===== src/rtl/axis_fan_out_pkg.sv =====
// Shared AXI-stream routing definitions: route FSM states and index-to-one-hot decode.
// Both the fan-out and the fan-in stages use these definitions.
package axis_fan_out_pkg;

  localparam int unsigned MAX_CHANNELS = 32;

  typedef enum logic [1:0] {
    ST_IDLE,
    ST_ROUTE,
    ST_DROP
  } route_state_t;

  // Indices outside the supported channel range decode to all-zero.
  function automatic logic [MAX_CHANNELS-1:0] bin_to_onehot(input logic [31:0] idx);
    return (idx < MAX_CHANNELS) ? (32'd1 << idx[4:0]) : '0;
  endfunction

endpackage


===== src/rtl/axis_fan_out_skid_buf.sv =====
// Two-entry skid buffer. in_ready is a register, so it has no combinational path from out_ready.
module axis_skid_buf #(
  parameter int unsigned WIDTH = 8
) (
  input  logic             clk,
  input  logic             rst,
  input  logic             in_valid,
  output logic             in_ready,
  input  logic [WIDTH-1:0] in_data,
  output logic             out_valid,
  input  logic             out_ready,
  output logic [WIDTH-1:0] out_data
);

  logic             skid_valid;
  logic [WIDTH-1:0] skid_data;
  logic             push;
  logic             pop;

  assign push = in_valid & in_ready;
  assign pop  = out_valid & out_ready;

  // A push can only happen while the skid entry is empty, because in_ready tracks ~skid_valid.
  always_ff @(posedge clk) begin
    if (rst) begin
      out_valid  <= 1'b0;
      out_data   <= '0;
      skid_valid <= 1'b0;
      skid_data  <= '0;
      in_ready   <= 1'b0;
    end else if (pop || !out_valid) begin
      in_ready <= 1'b1;
      if (skid_valid) begin
        out_data   <= skid_data;
        out_valid  <= 1'b1;
        skid_valid <= 1'b0;
      end else if (push) begin
        out_data  <= in_data;
        out_valid <= 1'b1;
      end else begin
        out_valid <= 1'b0;
      end
    end else if (push) begin
      skid_data  <= in_data;
      skid_valid <= 1'b1;
      in_ready   <= 1'b0;
    end else begin
      in_ready <= ~skid_valid;
    end
  end

endmodule


===== src/rtl/axis_fan_out.sv =====
// AXI-stream fan-out: steers each beat, or each packet, to the channel selected by tuser.
// Beats addressed to a nonexistent channel are consumed and counted in a saturating counter.
module axis_fan_out
  import axis_fan_out_pkg::*;
#(
  parameter int unsigned NUM_FANOUT     = 6,
  parameter int unsigned DATA_WIDTH     = 256,
  parameter int unsigned USE_AXIS_TLAST = 1
) (
  input  logic                  clk,
  input  logic                  rst,
  input  logic                  s_axis_tvalid,
  output logic                  s_axis_tready,
  input  logic [DATA_WIDTH-1:0] s_axis_tdata,
  input  logic                  s_axis_tlast,
  input  logic [NUM_FANOUT-1:0] s_axis_tuser,
  output logic [NUM_FANOUT-1:0] m_axis_tvalid,
  input  logic [NUM_FANOUT-1:0] m_axis_tready,
  output logic [DATA_WIDTH-1:0] m_axis_tdata,
  output logic                  m_axis_tlast,
  output logic [15:0]           drop_count
);

  localparam int unsigned PW = DATA_WIDTH + 1 + NUM_FANOUT;
  localparam logic [31:0] CH_MASK =
    (NUM_FANOUT >= 32) ? '1 : 32'((64'd1 << NUM_FANOUT) - 64'd1);

  route_state_t          state;
  logic [NUM_FANOUT-1:0] dest_q;
  logic [31:0]           oh_full;
  logic                  idx_valid;
  logic                  fwd;
  logic [NUM_FANOUT-1:0] fwd_oh;
  logic                  accept;

  logic                  head_valid;
  logic                  head_ready;
  logic [PW-1:0]         head_data;
  logic [NUM_FANOUT-1:0] head_dest;

  assign oh_full   = bin_to_onehot(32'(s_axis_tuser));
  assign idx_valid = |(oh_full & CH_MASK);
  assign accept    = s_axis_tvalid & s_axis_tready;

  always_comb begin
    fwd    = idx_valid;
    fwd_oh = oh_full[NUM_FANOUT-1:0];
    if (state == ST_ROUTE) begin
      fwd    = 1'b1;
      fwd_oh = dest_q;
    end else if (state == ST_DROP) begin
      fwd = 1'b0;
    end
  end

  always_ff @(posedge clk) begin
    if (rst) begin
      state      <= ST_IDLE;
      dest_q     <= '0;
      drop_count <= '0;
    end else if (accept) begin
      if (!fwd && drop_count != '1)
        drop_count <= drop_count + 16'd1;
      case (state)
        ST_IDLE: begin
          if (USE_AXIS_TLAST != 0 && !s_axis_tlast) begin
            state  <= idx_valid ? ST_ROUTE : ST_DROP;
            dest_q <= fwd_oh;
          end
        end
        ST_ROUTE, ST_DROP: begin
          if (s_axis_tlast)
            state <= ST_IDLE;
        end
        default: state <= ST_IDLE;
      endcase
    end
  end

  axis_skid_buf #(
    .WIDTH(PW)
  ) u_skid (
    .clk      (clk),
    .rst      (rst),
    .in_valid (s_axis_tvalid & fwd),
    .in_ready (s_axis_tready),
    .in_data  ({s_axis_tdata, s_axis_tlast, fwd_oh}),
    .out_valid(head_valid),
    .out_ready(head_ready),
    .out_data (head_data)
  );

  assign head_dest     = head_data[NUM_FANOUT-1:0];
  assign head_ready    = |(m_axis_tready & head_dest);
  assign m_axis_tvalid = head_valid ? head_dest : '0;
  assign m_axis_tlast  = head_data[NUM_FANOUT];
  assign m_axis_tdata  = head_data[PW-1:NUM_FANOUT+1];

endmodule

===== config.mk =====
export PLATFORM = sky130hd
export DESIGN_NAME = axis_fan_out
export DESIGN_NICKNAME = d
export VERILOG_FILES = /design/src/rtl/axis_fan_out_pkg.sv /design/src/rtl/axis_fan_out_skid_buf.sv /design/src/rtl/axis_fan_out.sv
export SDC_FILE = /design/constraint.sdc
export NUM_CORES = 1
export LEC_CHECK = 0
export CORE_ASPECT_RATIO = 1.5
export CORE_MARGIN = 2
export CORE_UTILIZATION = 54
export CTS_CLUSTER_DIAMETER = 80
export CTS_CLUSTER_SIZE = 16
export DETAILED_ROUTE_END_ITERATION = 7
export GPL_ROUTABILITY_DRIVEN = 0
export GPL_TIMING_DRIVEN = 0
export PLACE_DENSITY = 0.84
export SYNTH_ARGS = -nofsm -noshare
export SYNTH_HDL_FRONTEND = slang
export SYNTH_SLANG_ARGS = --single-unit

===== constraint.sdc =====
create_clock -name clk -period 4.37 [get_ports clk]
set_clock_uncertainty 0.15 [all_clocks]
set_input_delay 1.0925 -clock clk [delete_from_list [all_inputs] [get_ports clk]]
set_output_delay 1.0925 -clock clk [all_outputs]
set_load 0.02 [all_outputs]

Word-level counts from Yosys, hierarchy flattened

Cells that the tools add are included.

Register bits after elaboration: 553

Magnitude comparators: 1
Equality and inequality tests: 5
Reduce and logical (&&, ||, !) cells: 15
Bitwise gates (word level): 8
Add/subtract/negate cells: 1
Shift-type cells: 1
Multiplexer cells: 15

Operators with widths:

| operator                | count |
|---|---|
| $mux W263               | 2 |
| $mux W6                 | 3 |
| $add A16 B1 Y16 const B | 1 |
| $ne A16 B16 Y1 const B  | 1 |
| $reduce_or A6 Y1        | 2 |
| $and A6 B6 Y6           | 1 |
| $lt A6 B6 Y1 const B    | 1 |
| $mux W1                 | 6 |
| $mux W2                 | 3 |
| $reduce_and A2 Y1       | 3 |
| $reduce_and A3 Y1       | 2 |
| $shl A1 B5 Y6 const A   | 1 |
| $and A1 B1 Y1           | 4 |
| $ne A2 B2 Y1 const B    | 2 |
| $pmux W2 S2             | 1 |
| $reduce_or A2 Y1        | 2 |
| $not A1 Y1              | 3 |
| $eq A2 B1 Y1 const B    | 1 |
| $eq A2 B2 Y1 const B    | 1 |
| $logic_not A1 Y1        | 2 |
| $logic_not A2 Y1        | 1 |
| $reduce_bool A2 Y1      | 1 |
| $logic_and A1 B1 Y1     | 1 |
| $logic_or A1 B1 Y1      | 1 |

Logic depth before layout (Yosys ltp)

Gate-level depths: netlist of the first run.

Depth after elaboration: 9
Gate-level depth with buffers: 9

Cells and area by module

A second synthesis of the first run with hierarchy kept.

Cells, all modules: 2524
Area total of the unflattened synthesis: 22905.7 um2

Modules (own cells, without submodules):

| module        | area each (um2) | times used | cells an instance | sequential area each (um2) |
|---|---|---|---|---|
| axis_skid_buf | 21461.8         | 1          | 2351              | 10590.2 |
| axis_fan_out  | 1443.9          | 1          | 173               | 480.5 |

Least setup slack after synthesis of the first run

No wires, ideal clock.

Path kind: input-to-reg
Start point: input s_axis_tuser[1]
End point: register u_skid.out_data[0]
Data required time: 4.097 ns
Cell stages on the path: 6
Library setup time: 0.123 ns
Path slack: 1.416 ns
Arrival: 2.681 ns
Path through: a2111o_1 o31a_1 a21oi_1 buf_2 buf_4 mux2_1

Word-level cells in the longest chain between the ends: 9
Elaborated cells between the ends (all ways): 13

Ends and longest elaborated chain:

| what                                          | RTL line                    | text |
|---|---|---|
| start: declaration                            | axis_fan_out.sv:16          | `input logic [NUM_FANOUT-1:0] s_axis_tuser,` |
| $lt A6 B6 Y1 or $shl A1 B5 Y6 (tied branches) | axis_fan_out_pkg.sv:15      | `return (idx < MAX_CHANNELS) ? (32'd1 << idx[4:0]) : '0;` |
| $mux W6 (*)                                   | axis_fan_out_pkg.sv:15      |  |
| $reduce_or A6 Y1                              | axis_fan_out.sv:42          | `assign idx_valid = \|(oh_full & CH_MASK);` |
| $mux W1                                       | axis_fan_out.sv:51          | `end else if (state == ST_DROP) begin` |
| $mux W1                                       | axis_fan_out.sv:48          | `if (state == ST_ROUTE) begin` |
| $and A1 B1 Y1                                 | axis_fan_out.sv:85          | `.in_valid (s_axis_tvalid & fwd),` |
| $and A1 B1 Y1                                 | axis_fan_out_skid_buf.sv:20 | `assign push = in_valid & in_ready;` |
| $reduce_bool A2 Y1 (no source line)           | n/a                         |  |
| $reduce_and A2 Y1 (no source line)            | n/a                         |  |
| end signal: assignment                        | axis_fan_out_skid_buf.sv:34 | `out_data <= skid_data;` |
| end signal: assignment                        | axis_fan_out_skid_buf.sv:38 | `out_data <= in_data;` |
| end: declaration                              | axis_fan_out_skid_buf.sv:12 | `output logic [WIDTH-1:0] out_data` |

Every way passes the cells marked *; elsewhere a longest branch is shown, timed or not. The select of a mux whose other input is x is not followed.
A chain may end at the register's enable or synchronous reset.

Worst setup path after layout of the first run

Start point: input m_axis_tready[3]
End point: register u_skid.out_data[60]

Word-level cells in the longest chain between the ends: 5

Ends and longest elaborated chain:

| what                               | RTL line                    | text |
|---|---|---|
| start: declaration                 | axis_fan_out.sv:18          | `input logic [NUM_FANOUT-1:0] m_axis_tready,` |
| $and A6 B6 Y6                      | axis_fan_out.sv:94          | `assign head_ready = \|(m_axis_tready & head_dest);` |
| $reduce_or A6 Y1                   | axis_fan_out.sv:94          |  |
| $and A1 B1 Y1                      | axis_fan_out_skid_buf.sv:21 | `assign pop = out_valid & out_ready;` |
| $logic_or A1 B1 Y1                 | axis_fan_out_skid_buf.sv:31 | `end else if (pop \|\| !out_valid) begin` |
| $reduce_and A2 Y1 (no source line) | n/a                         |  |

No other way between the ends.

==> run_results.csv, run 1 <==
group,metric,value,unit
logic_synthesis,yosysWarnings,0,
clocking,clk_latency,0.56,ns
worst_hold_path,hold_start,"u_skid.skid_data[196]",
logic_synthesis,syn_avg_cell_area,8.87,um2
worst_hold_path,hold_path.class,"flip-flop to flip-flop",
pwr,p_leak,0.0106,uW
clocking,cts_max_level,2,
logic_synthesis,synth-seq-cells,553,
sta,final.min_clock_period,4.23,ns
clocking,cts_hold_buffers,0,
clocking,cts_made_buffers,40,
setup_path,critPathMaxStageDelay,0.63,ns
clocking,clk_pin_slew,0.07,ns
clocking,clockBufferDepth,3,
drt,wl_per_cell,21.1,um
setup_path,criticalPathCategory,"input pin to flip-flop",
setup_path,start_kind,"input pin",
outcome,status,"finished, final reports clean",
clocking,clock-sinks,553,
sta,slew_headroom,29.7,%
logic_synthesis,synth_fp_nets,3113,
logic_synthesis,ys_seq_area_share,44.0,%
global_route,grt_overflow,0,
drt,drc_errors,0,
setup_path,critPathRequiredTime,4.66,ns
global_route,grt_pass1_wl,129000,um
cells_and_area,area_growth,29.2,%
floorplan,dieArea,48400,um2
flow_run,cap_viol_max_count,0,
floorplan,die_width,180,um
placed_design,dp_hpwl,64200,um
sta,tightest_slew,1.05,ns
cells_and_area,nNetsFinal,3706,
global_route,antenna_found_initial,27,
cells_and_area,final_area,32500,um2
sta,hold_violations,0,
sta,holdWs,0.327,ns
logic_synthesis,synth_edf_count,0,
sta,setup_tns,0,ns
logic_synthesis,syn_area,25200,um2
drt,antenna_left,0,
drt,vias_per_cell,6.05,
setup_path,crit_family,"buffers and inverters",
drt,drt-total-wl,85100,um
global_route,grt_pass1_vias,24200,
global_route,grt_max_degree,17,
setup_path,timing.rr.start,"u_skid.out_data[4]",
setup_path,crit_path_end_kind,"flip-flop",
floorplan,start_util,54.8,%
logic_synthesis,netlist.area_leader.share,44.0,%
logic_synthesis,netlist.top_cell.by_area,"dfxtp_1",
setup_path,arrival,4.52,ns
setup_path,cp_cell_sequence,"clkdlybuf4s50_1 > a222oi_1 > nand4_1 > buf_2 > buf_2 > clkbuf_1 > buf_2 > a21oi_1 > a211oi_1",
setup_path,crit_buf_inv,5,
logic_synthesis,synthTopCellsByArea,"dfxtp_1, a21oi_1, mux2i_1",
clocking,cts_resized,0,
placed_design,port_buffers,551,
floorplan,fp-row-count,96,
logic_synthesis,ys_types,45,
setup_path,cp_common_cell,"buf_2",
clocking,cts_tree,"yes",
sta,rsz0062_at_grt,"no",
logic_synthesis,yosys-top-cells-count,"dfxtp_1, a21oi_1, buf_4",
pwr,power_density,294,nW/um2
cells_and_area,layout-drive-gt1-share,12.1,%
drt,drtIter0Drc,1952,
global_route,grt_use_total,33.2,%
placed_design,placed_area,31400,um2
clocking,cts_setup_buffers,0,
sta,finalMaxSlewViolations,0,
setup_path,crit_path_top_delay_cell,"clkbuf_1",
floorplan,core,45900,um2
drt,vias,24400,
logic_synthesis,synth.most_common_cell,"dfxtp_1",
logic_synthesis,async_flop_share,0,%
drt,drtPass1Iterations,7,
sta,max_clock_freq,237,MHz
clocking,cts_root_buffer,"clkbuf_16",
sta,finalSetupViolCount,0,
logic_synthesis,synth_cells,2837,
setup_path,path_max_fanout,10,
logic_synthesis,yosys_most_used_dff,"dfxtp_1",
pwr,ir_worst_vdd,0.328,mV
sta,finalCritPeriodShare,96.7,%
setup_path,critPathLaunch,"m_axis_tready[3]",
pwr,p_total,9540,uW
cells_and_area,fin_util,70.8,%
floorplan,die_h,268,um
floorplan,io_pins,552,
[stage by stage]
step           setup slack, ns  std cells
2_1_floorplan             1.42       2837
3_3_place_gp            -0.262       3976
3_5_place_dp            -0.379       3976
4_1_cts                  0.194       4020
5_1_grt                 0.0896       4039
6_report                 0.145       4041
[kinds of logic after synthesis]
kind of cell / after synthesis / share of synthesized area (%)
mux: 262 / 10.4
buf+inv: 562 / 13.0
flops: 553 / 44.0
compound gates: 1113 / 25.3
fa+ha+maj: 4 / 0.199
simple gates: 343 / 7.03
[layer usage]
layer / vias to the layer above / track usage (%) / wire, um
li1: 11300 / - / -
met3: 340 / 6.94 / 6320
met5: - / 0 / 56
met4: 8 / 22.9 / 6120
met2: 1224 / 59.3 / 42500
met1: 11600 / 35.0 / 30100
[sequential cells by signal (all words and copies together), names as in the netlist]
register	flops
state	2
u_skid.in_ready	1
u_skid.skid_data	263
dest_q	6
u_skid.out_valid	1
u_skid.skid_valid	1
u_skid.out_data	263
drop_count	16
[final timing paths]
| path | cells after the start | endpoint | slack (ns) |
|---|---|---|---|
| setup / recovery | 9 | u_skid.out_data[60] | 0.14 |
| hold / removal | 2 | u_skid.skid_data[196] | 0.33 |
| setup reg to reg | 8 | u_skid.out_data[60] | 0.82 |
| hold reg to reg | 2 | u_skid.skid_data[196] | 0.33 |
[power breakdown]
group | leakage [uW] | internal, uW | switching (uW)
Clock | 0.000519 | 1670 | 1750
Combinational | 0.00566 | 486 | 505
Sequential | 0.00446 | 5090 | 36.0
Total | 0.0106 | 7250 | 2290
[tightest hold or removal path, stage by stage (launching register included)]
cell and delay (ns):
dfxtp_1 0.31, o21ai_0 0.06, a21oi_1 0.06
[cell usage in the layout (no fill, tap or decap), types with 3 or more instances in the layout]
master | synthesis | final
or4_1 | 11 | 11
nand2_1 | 14 | 14
a21oi_1 | 539 | 539
o31ai_1 | 14 | 14
or3_1 | 3 | 3
clkbuf_1 | 175 | 175
buf_1 | 11 | 11
ha_1 | 4 | 4
o21ai_0 | 240 | 240
inv_1 | 7 | 7
nor4_1 | 3 | 3
clkdlybuf4s50_1 | 0 | 551
buf_4 | 277 | 277
clkbuf_16 | 0 | 41
mux2i_1 | 258 | 258
a211oi_1 | 271 | 271
o21ai_1 | 24 | 24
nor3_1 | 3 | 3
a22oi_1 | 5 | 5
nand3_1 | 263 | 263
and2_1 | 8 | 8
o21a_1 | 4 | 4
diode_2 | 0 | 21
o2111ai_1 | 3 | 3
buf_2 | 90 | 90
nor2_1 | 17 | 17
inv_6 | 0 | 3
nor2b_1 | 6 | 6
and4_1 | 3 | 3
dfxtp_1 | 553 | 553
nand4_1 | 6 | 6
[layout make-up]
| class | count | area, um2 |
|---|---|---|
| Antenna cell | 21 | 52.6 |
| Buffer | 553 | 3230 |
| Clock buffer | 41 | 1030 |
| Clock inverter | 3 | 26.3 |
| Fill cell | 3541 | 13400 |
| Inverter | 9 | 33.8 |
| Multi-Input combinational cell | 1722 | 10800 |
| Sequential cell | 553 | 11100 |
| Tap cell | 588 | 736 |
| Timing Repair Buffer | 551 | 5520 |
(Power assumes the default switching activity.)
==> run 2, diff against run 1 <==
--- a/config.mk
+++ b/config.mk
@@ -5,15 +5,16 @@
 export SDC_FILE = /design/constraint.sdc
 export NUM_CORES = 1
 export LEC_CHECK = 0
+export CELL_PAD_IN_SITES_DETAIL_PLACEMENT = 1
+export CELL_PAD_IN_SITES_GLOBAL_PLACEMENT = 2
 export CORE_ASPECT_RATIO = 1.5
-export CORE_MARGIN = 2
-export CORE_UTILIZATION = 54
+export CORE_UTILIZATION = 33
 export CTS_CLUSTER_DIAMETER = 80
 export CTS_CLUSTER_SIZE = 16
 export DETAILED_ROUTE_END_ITERATION = 7
 export GPL_ROUTABILITY_DRIVEN = 0
 export GPL_TIMING_DRIVEN = 0
-export PLACE_DENSITY = 0.84
+export PLACE_DENSITY_LB_ADDON = 0.1
 export SYNTH_ARGS = -nofsm -noshare
 export SYNTH_HDL_FRONTEND = slang
 export SYNTH_SLANG_ARGS = --single-unit
==> run_results.csv, run 2 (same netlist as run 1, synthesis figures left out) <==
group,metric,value,unit
drt,drt-total-wl,99500,um
clocking,cts_tree,"yes",
floorplan,fp-row-count,123,
setup_path,critPathRequiredTime,4.67,ns
drt,vias_per_cell,5.27,
flow_run,cap_viol_max_count,0,
drt,vias,23400,
cells_and_area,final_common_cell,"dfxtp_1",
floorplan,die_h,340,um
floorplan,io_pins,552,
worst_hold_path,hold_start,"u_skid.skid_data[113]",
drt,drtPass1Iterations,6,
worst_hold_path,hold_path.class,"flip-flop to flip-flop",
clocking,cts_max_level,2,
cells_and_area,layout_common_cells,"dfxtp_1, clkdlybuf4s50_1, a21oi_1",
pwr,ir_worst_vdd,0.214,mV
setup_path,timing.rr.start,"state[1]",
clocking,cts_root_buffer,"clkbuf_16",
setup_path,criticalPathCategory,"input pin to flip-flop",
cells_and_area,nNetsFinal,3708,
setup_path,start_kind,"input pin",
floorplan,dieArea,77300,um2
setup_path,r2r-end,"u_skid.skid_data[139]",
sta,hold_violations,0,
sta,rsz0062_at_grt,"no",
global_route,grt_max_degree,17,
drt,antenna_left,0,
global_route,grt_overflow,0,
drt,drtIter0Drc,979,
cells_and_area,area_growth,31.3,%
setup_path,crit_family,"buffers and inverters",
clocking,cts_made_buffers,40,
cells_and_area,fin_cells,4451,
sta,slew_headroom,24.9,%
setup_path,crit_buf_inv,3,
floorplan,core,75300,um2
global_route,grt-busiest-layer,"met2",
setup_path,critPathMaxStageDelay,0.68,ns
placed_design,dp_cells,4388,
global_route,antenna_found_initial,29,
floorplan,die_width,227,um
setup_path,arrival,4.00,ns
setup_path,r2r_slack,1.27,ns
pwr,power_density,294,nW/um2
clocking,clockBufferDepth,3,
drt,drc_errors,0,
cells_and_area,biggestRegsByFlops,"u_skid.out_data x263, u_skid.skid_data x263, drop_count x16",
global_route,grt_use_met3,5.58,%
global_route,grt_use_met1,29.3,%
worst_hold_path,hold_depth,2,
sta,max_clock_freq,271,MHz
pwr,p_leak,0.0106,uW
clocking,cts_hold_buffers,0,
setup_path,path_max_fanout,10,
setup_path,crit_path_top_delay_cell,"clkbuf_1",
floorplan,start_util,33.4,%
sta,holdWs,0.328,ns
setup_path,cp_cell_sequence,"clkdlybuf4s50_1 > a2111o_1 > o31a_1 > a21oi_1 > clkbuf_1 > buf_2 > a211oi_1",
outcome,status,"finished, final reports clean",
placed_design,port_buffers,551,
sta,final.min_clock_period,3.70,ns
global_route,globalRouteMet2Util,44.2,%
sta,finalSetupViolCount,0,
placed_design,dp_hpwl,76200,um
global_route,grt_use_total,25.1,%
clocking,clock-sinks,553,
clocking,clk_latency,0.59,ns
cells_and_area,layout-drive-gt1-share,12.1,%
sta,finalCritPeriodShare,84.6,%
drt,wl_per_cell,22.4,um
global_route,grt_pass1_vias,25000,
sta,finalMaxSlewViolations,0,
worst_hold_path,hold_end,"u_skid.skid_data[113]",
sta,tightest_slew,1.13,ns
setup_path,reg2reg_depth,8,
global_route,grt_pass1_wl,149000,um
setup_path,crit_path_end_kind,"flip-flop",
clocking,clk_pin_slew,0.07,ns
==> run 2: cell count changes in the layout (fill, tap and decap cells not counted) <==
cell | previous run | this run
clkbuf_2 | 0 | 2
clkinvlp_4 | 0 | 1
buf_4 | 277 | 278
clkbuf_1 | 175 | 176
diode_2 | 21 | 17
inv_6 | 3 | 0
==> run 2: timing repair <==
| item | 4_1_cts | 5_1_grt |
|---|---|---|
| setup buffers | 0 | 1 |
| endpoints found under the setup margin | 101 | 9 |
| gates cloned | 0 | 0 |
| pin swaps | 1 | 1 |
| resized for setup | 2 | 0 |
==> run 2: layout make-up <==
| cell class | instances | area [um2] |
|---|---|---|
| buffer | 553 | 3230 |
| antenna | 17 | 42.5 |
| inverter | 9 | 33.8 |
| multi-input combinational | 1722 | 10800 |
| fill | 8726 | 42200 |
| clock inverter | 1 | 7.51 |
| timing repair buffer | 553 | 5530 |
| tap | 1000 | 1250 |
| sequential | 553 | 11100 |
| clock buffer | 43 | 1030 |
==> run 2: routing by layer <==
| layer | wire length (um) | vias to the layer above |
|---|---|---|
| li1 | - | 11300 |
| met1 | 40900 | 11400 |
| met2 | 49800 | 555 |
| met3 | 5430 | 149 |
| met4 | 3230 | 24 |
| met5 | 158 | - |
==> run 2: per-stage QoR <==
stage | util, % | worst slack [ns] | cell area, um2 | total power [uW] | TNS, ns
final | 43.9 | 0.674 | 33000 | 9700 | 0
after floorplan | - | 1.42 | 25200 | 5680 | 0
after global placement | 42.4 | -0.819 | 31900 | 6250 | -143.16
after CTS | 43.8 | 0.0164 | 33000 | 9810 | 0
after global routing | 43.9 | 0.444 | 33000 | 10000 | 0
after detailed placement | 42.4 | -0.729 | 31900 | 6260 | -129.79
==> run 2: worst register-to-register path, stage by stage, from the launching register on <==
cell and delay (ns):
dfxtp_1 0.38, inv_1 0.09, ha_1 0.29, nand3_1 0.16, o31a_1 0.43, clkbuf_1 0.74, clkbuf_1 0.43, o21ai_0 0.17
a21oi_1 0.20
==> run 2: worst max path at each step <==
stage,from,to,slack [ns],cells past startpoint
finish,s_axis_tuser[1],u_skid.out_data[154],0.67,7
global route,s_axis_tuser[1],u_skid.out_data[111],0.44,7
CTS,m_axis_tready[1],u_skid.skid_data[4],0.02,8
detailed placement,m_axis_tready[1],u_skid.skid_data[5],-0.73,8
global placement,m_axis_tready[1],u_skid.skid_data[1],-0.82,8
floorplan,s_axis_tuser[1],u_skid.out_data[0],1.42,6
==> run 2: report_power, final <==
group / internal [uW] / switching [uW] / leakage (uW)
sequential: 5090 / 35.5 / 0.00446
combinational: 487 / 530 / 0.00567
clock: 1670 / 1880 / 0.000508
==> run 3, diff against run 2 <==
--- a/config.mk
+++ b/config.mk
@@ -8,7 +8,7 @@
 export CELL_PAD_IN_SITES_DETAIL_PLACEMENT = 1
 export CELL_PAD_IN_SITES_GLOBAL_PLACEMENT = 2
 export CORE_ASPECT_RATIO = 1.5
-export CORE_UTILIZATION = 33
+export CORE_UTILIZATION = 27
 export CTS_CLUSTER_DIAMETER = 80
 export CTS_CLUSTER_SIZE = 16
 export DETAILED_ROUTE_END_ITERATION = 7
==> constraint.sdc (replaced) <==
create_clock -name clk -period 3.1 [get_ports clk]
set_clock_uncertainty 0.15 [all_clocks]
set_input_delay 0.775 -clock clk [delete_from_list [all_inputs] [get_ports clk]]
set_output_delay 0.775 -clock clk [all_outputs]
set_load 0.02 [all_outputs]
==> run_results.csv, run 3 (same netlist as run 1, synthesis figures left out) <==
group,metric,value,unit
drt,drt-total-wl,103000,um
drt,drtIter0Drc,707,
floorplan,core,91900,um2
setup_path,path_max_fanout,10,
sta,max_clock_freq,332,MHz
setup_path,r2r_slack,0.17,ns
cells_and_area,biggestRegsByFlops,"u_skid.out_data x263, u_skid.skid_data x263, drop_count x16",
setup_path,crit_path_top_delay_cell,"a2111o_1",
cells_and_area,nNetsFinal,3709,
drt,vias_per_cell,5.04,
sta,tightest_slew,1.11,ns
cells_and_area,layout-drive-gt1-share,13.3,%
cells_and_area,final_common_cell,"dfxtp_1",
flow_run,cap_viol_max_count,0,
setup_path,cp_cell_sequence,"clkdlybuf4s50_1 > a2111o_1 > o31a_2 > a21oi_2 > buf_6 > buf_4 > buf_4 > a211oi_1",
cells_and_area,nFillCells,10600,
sta,holdWs,0.329,ns
outcome,status,"finished, final reports clean",
setup_path,reg2reg_depth,5,
cells_and_area,fin_util,36.3,%
clocking,cts_root_buffer,"clkbuf_16",
floorplan,start_util,27.4,%
global_route,grt_max_degree,20,
sta,hold_violations,0,
setup_path,cp_common_cell,"buf_4",
clocking,clock-sinks,553,
setup_path,critPathRequiredTime,3.39,ns
sta,rsz0062_at_grt,"yes",
worst_hold_path,hold_path.class,"flip-flop to flip-flop",
sta,setup_tns,0,ns
global_route,grt_use_total,21.3,%
setup_path,crit_path_end_kind,"flip-flop",
clocking,cts_made_buffers,41,
setup_path,critPathLaunch,"s_axis_tuser[1]",
drt,drc_errors,0,
clocking,cts_max_level,2,
floorplan,dieArea,94400,um2
placed_design,dp_hpwl,80000,um
cells_and_area,regArea,11100,um2
floorplan,die_width,251,um
clocking,clockBufferDepth,3,
global_route,grt_pass1_wl,156000,um
global_route,antenna_found_initial,33,
sta,finalSetupViolCount,0,
setup_path,start_kind,"input pin",
sta,finalCritPeriodShare,97.1,%
drt,wl_per_cell,22.4,um
placed_design,port_buffers,551,
drt,vias,23300,
cells_and_area,area_growth,32.7,%
cells_and_area,multiInputGateArea,10800,um2
pwr,p_leak,0.0108,uW
drt,drtPass1Iterations,5,
sta,final.min_clock_period,3.01,ns
sta,slew_headroom,26.3,%
global_route,grt_overflow,0,
drt,antenna_left,0,
setup_path,crit_family,"compound AO/OA/AOI/OAI gates",
setup_path,timing.rr.start,"u_skid.skid_valid",
clocking,clk_latency,0.60,ns
setup_path,critPathMaxStageDelay,0.56,ns
sta,finalMaxSlewViolations,0,
floorplan,io_pins,552,
setup_path,arrival,3.30,ns
clocking,clk_pin_slew,0.07,ns
pwr,power_density,417,nW/um2
pwr,ir_worst_vdd,0.366,mV
setup_path,crit_end,"u_skid.out_data[169]",
clocking,cts_tree,"yes",
global_route,grt_pass1_vias,25300,
cells_and_area,layout_common_cells,"dfxtp_1, clkdlybuf4s50_1, a21oi_1",
setup_path,crit_buf_inv,4,
floorplan,fp-row-count,136,
setup_path,cp_num_cells,8,
setup_path,criticalPathCategory,"input pin to flip-flop",
floorplan,die_h,376,um
setup_path,r2r-end,"u_skid.out_data[109]",
run 3: cell type report:
type | instances | share of cell area (%)
Inverter | 9 | 0.101
Clock inverter | 6 | 0.120
Antenna cell | 5 | 0.0375
Clock buffer | 44 | 3.24
Timing Repair Buffer | 555 | 16.6
Buffer | 551 | 9.85
Sequential cell | 553 | 33.2
Multi-Input combinational cell | 1722 | 32.5
Tap cell | 1173 | 4.40
run 3: power by group:
part | internal (uW) | switching [uW]
clock network | 2480 | 2770
logic | 690 | 744
registers | 7180 | 49.5
total | 10300 | 3560
run 3: layer usage:
layer  global-route usage (%)  routed length [um]  up-vias
met5                        0                 325        -
met4                     6.74                2880       50
met3                     5.28                5720      159
met2                     38.5               51900      510
met1                     24.4               42400    11300
li1                         -                   -    11300
run 3: what timing repair did:
item | in CTS | in global routing
pin swaps | 2 | 0
gates resized for setup | 16 | 50
endpoints found under the hold margin | 0 | 0
setup buffers | 2 | 2
hold buffers | 0 | 0
gates cloned | 0 | 0
endpoints found under the setup margin | 526 | 287
run 3: worst min path at each step:
stage                                     start                     to  slack (ns)  cells after the start
final                      u_skid.skid_data[80]   u_skid.skid_data[80]        0.33                      2
after global routing       u_skid.skid_data[93]   u_skid.skid_data[93]        0.35                      2
after CTS                  u_skid.skid_data[80]   u_skid.skid_data[80]        0.33                      2
after detailed placement  u_skid.skid_data[194]  u_skid.skid_data[194]        0.32                      2
after global placement    u_skid.skid_data[126]  u_skid.skid_data[126]        0.31                      2
after floorplan              u_skid.out_data[5]     u_skid.out_data[5]        0.29                      2
run 3: per-stage QoR:
step	setup slack [ns]	std cells	power, uW	area, um2
2_1_floorplan	0.463	2837	8010	25200
6_report	0.0884	4618	13900	33400
5_1_grt	-0.0111	4618	14500	33400
4_1_cts	0.00343	4611	14200	33300
3_5_place_dp	-2.00	4561	8840	32100
3_3_place_gp	-1.92	4561	8820	32100
run 3: worst reg2reg max path: cells and delay by family (launching register included):
family,cells,cell delay (ns)
buffers and inverters,3,1.88
DFF,1,0.33
AOI/OAI and AO/OA,1,0.29
muxes,1,0.18
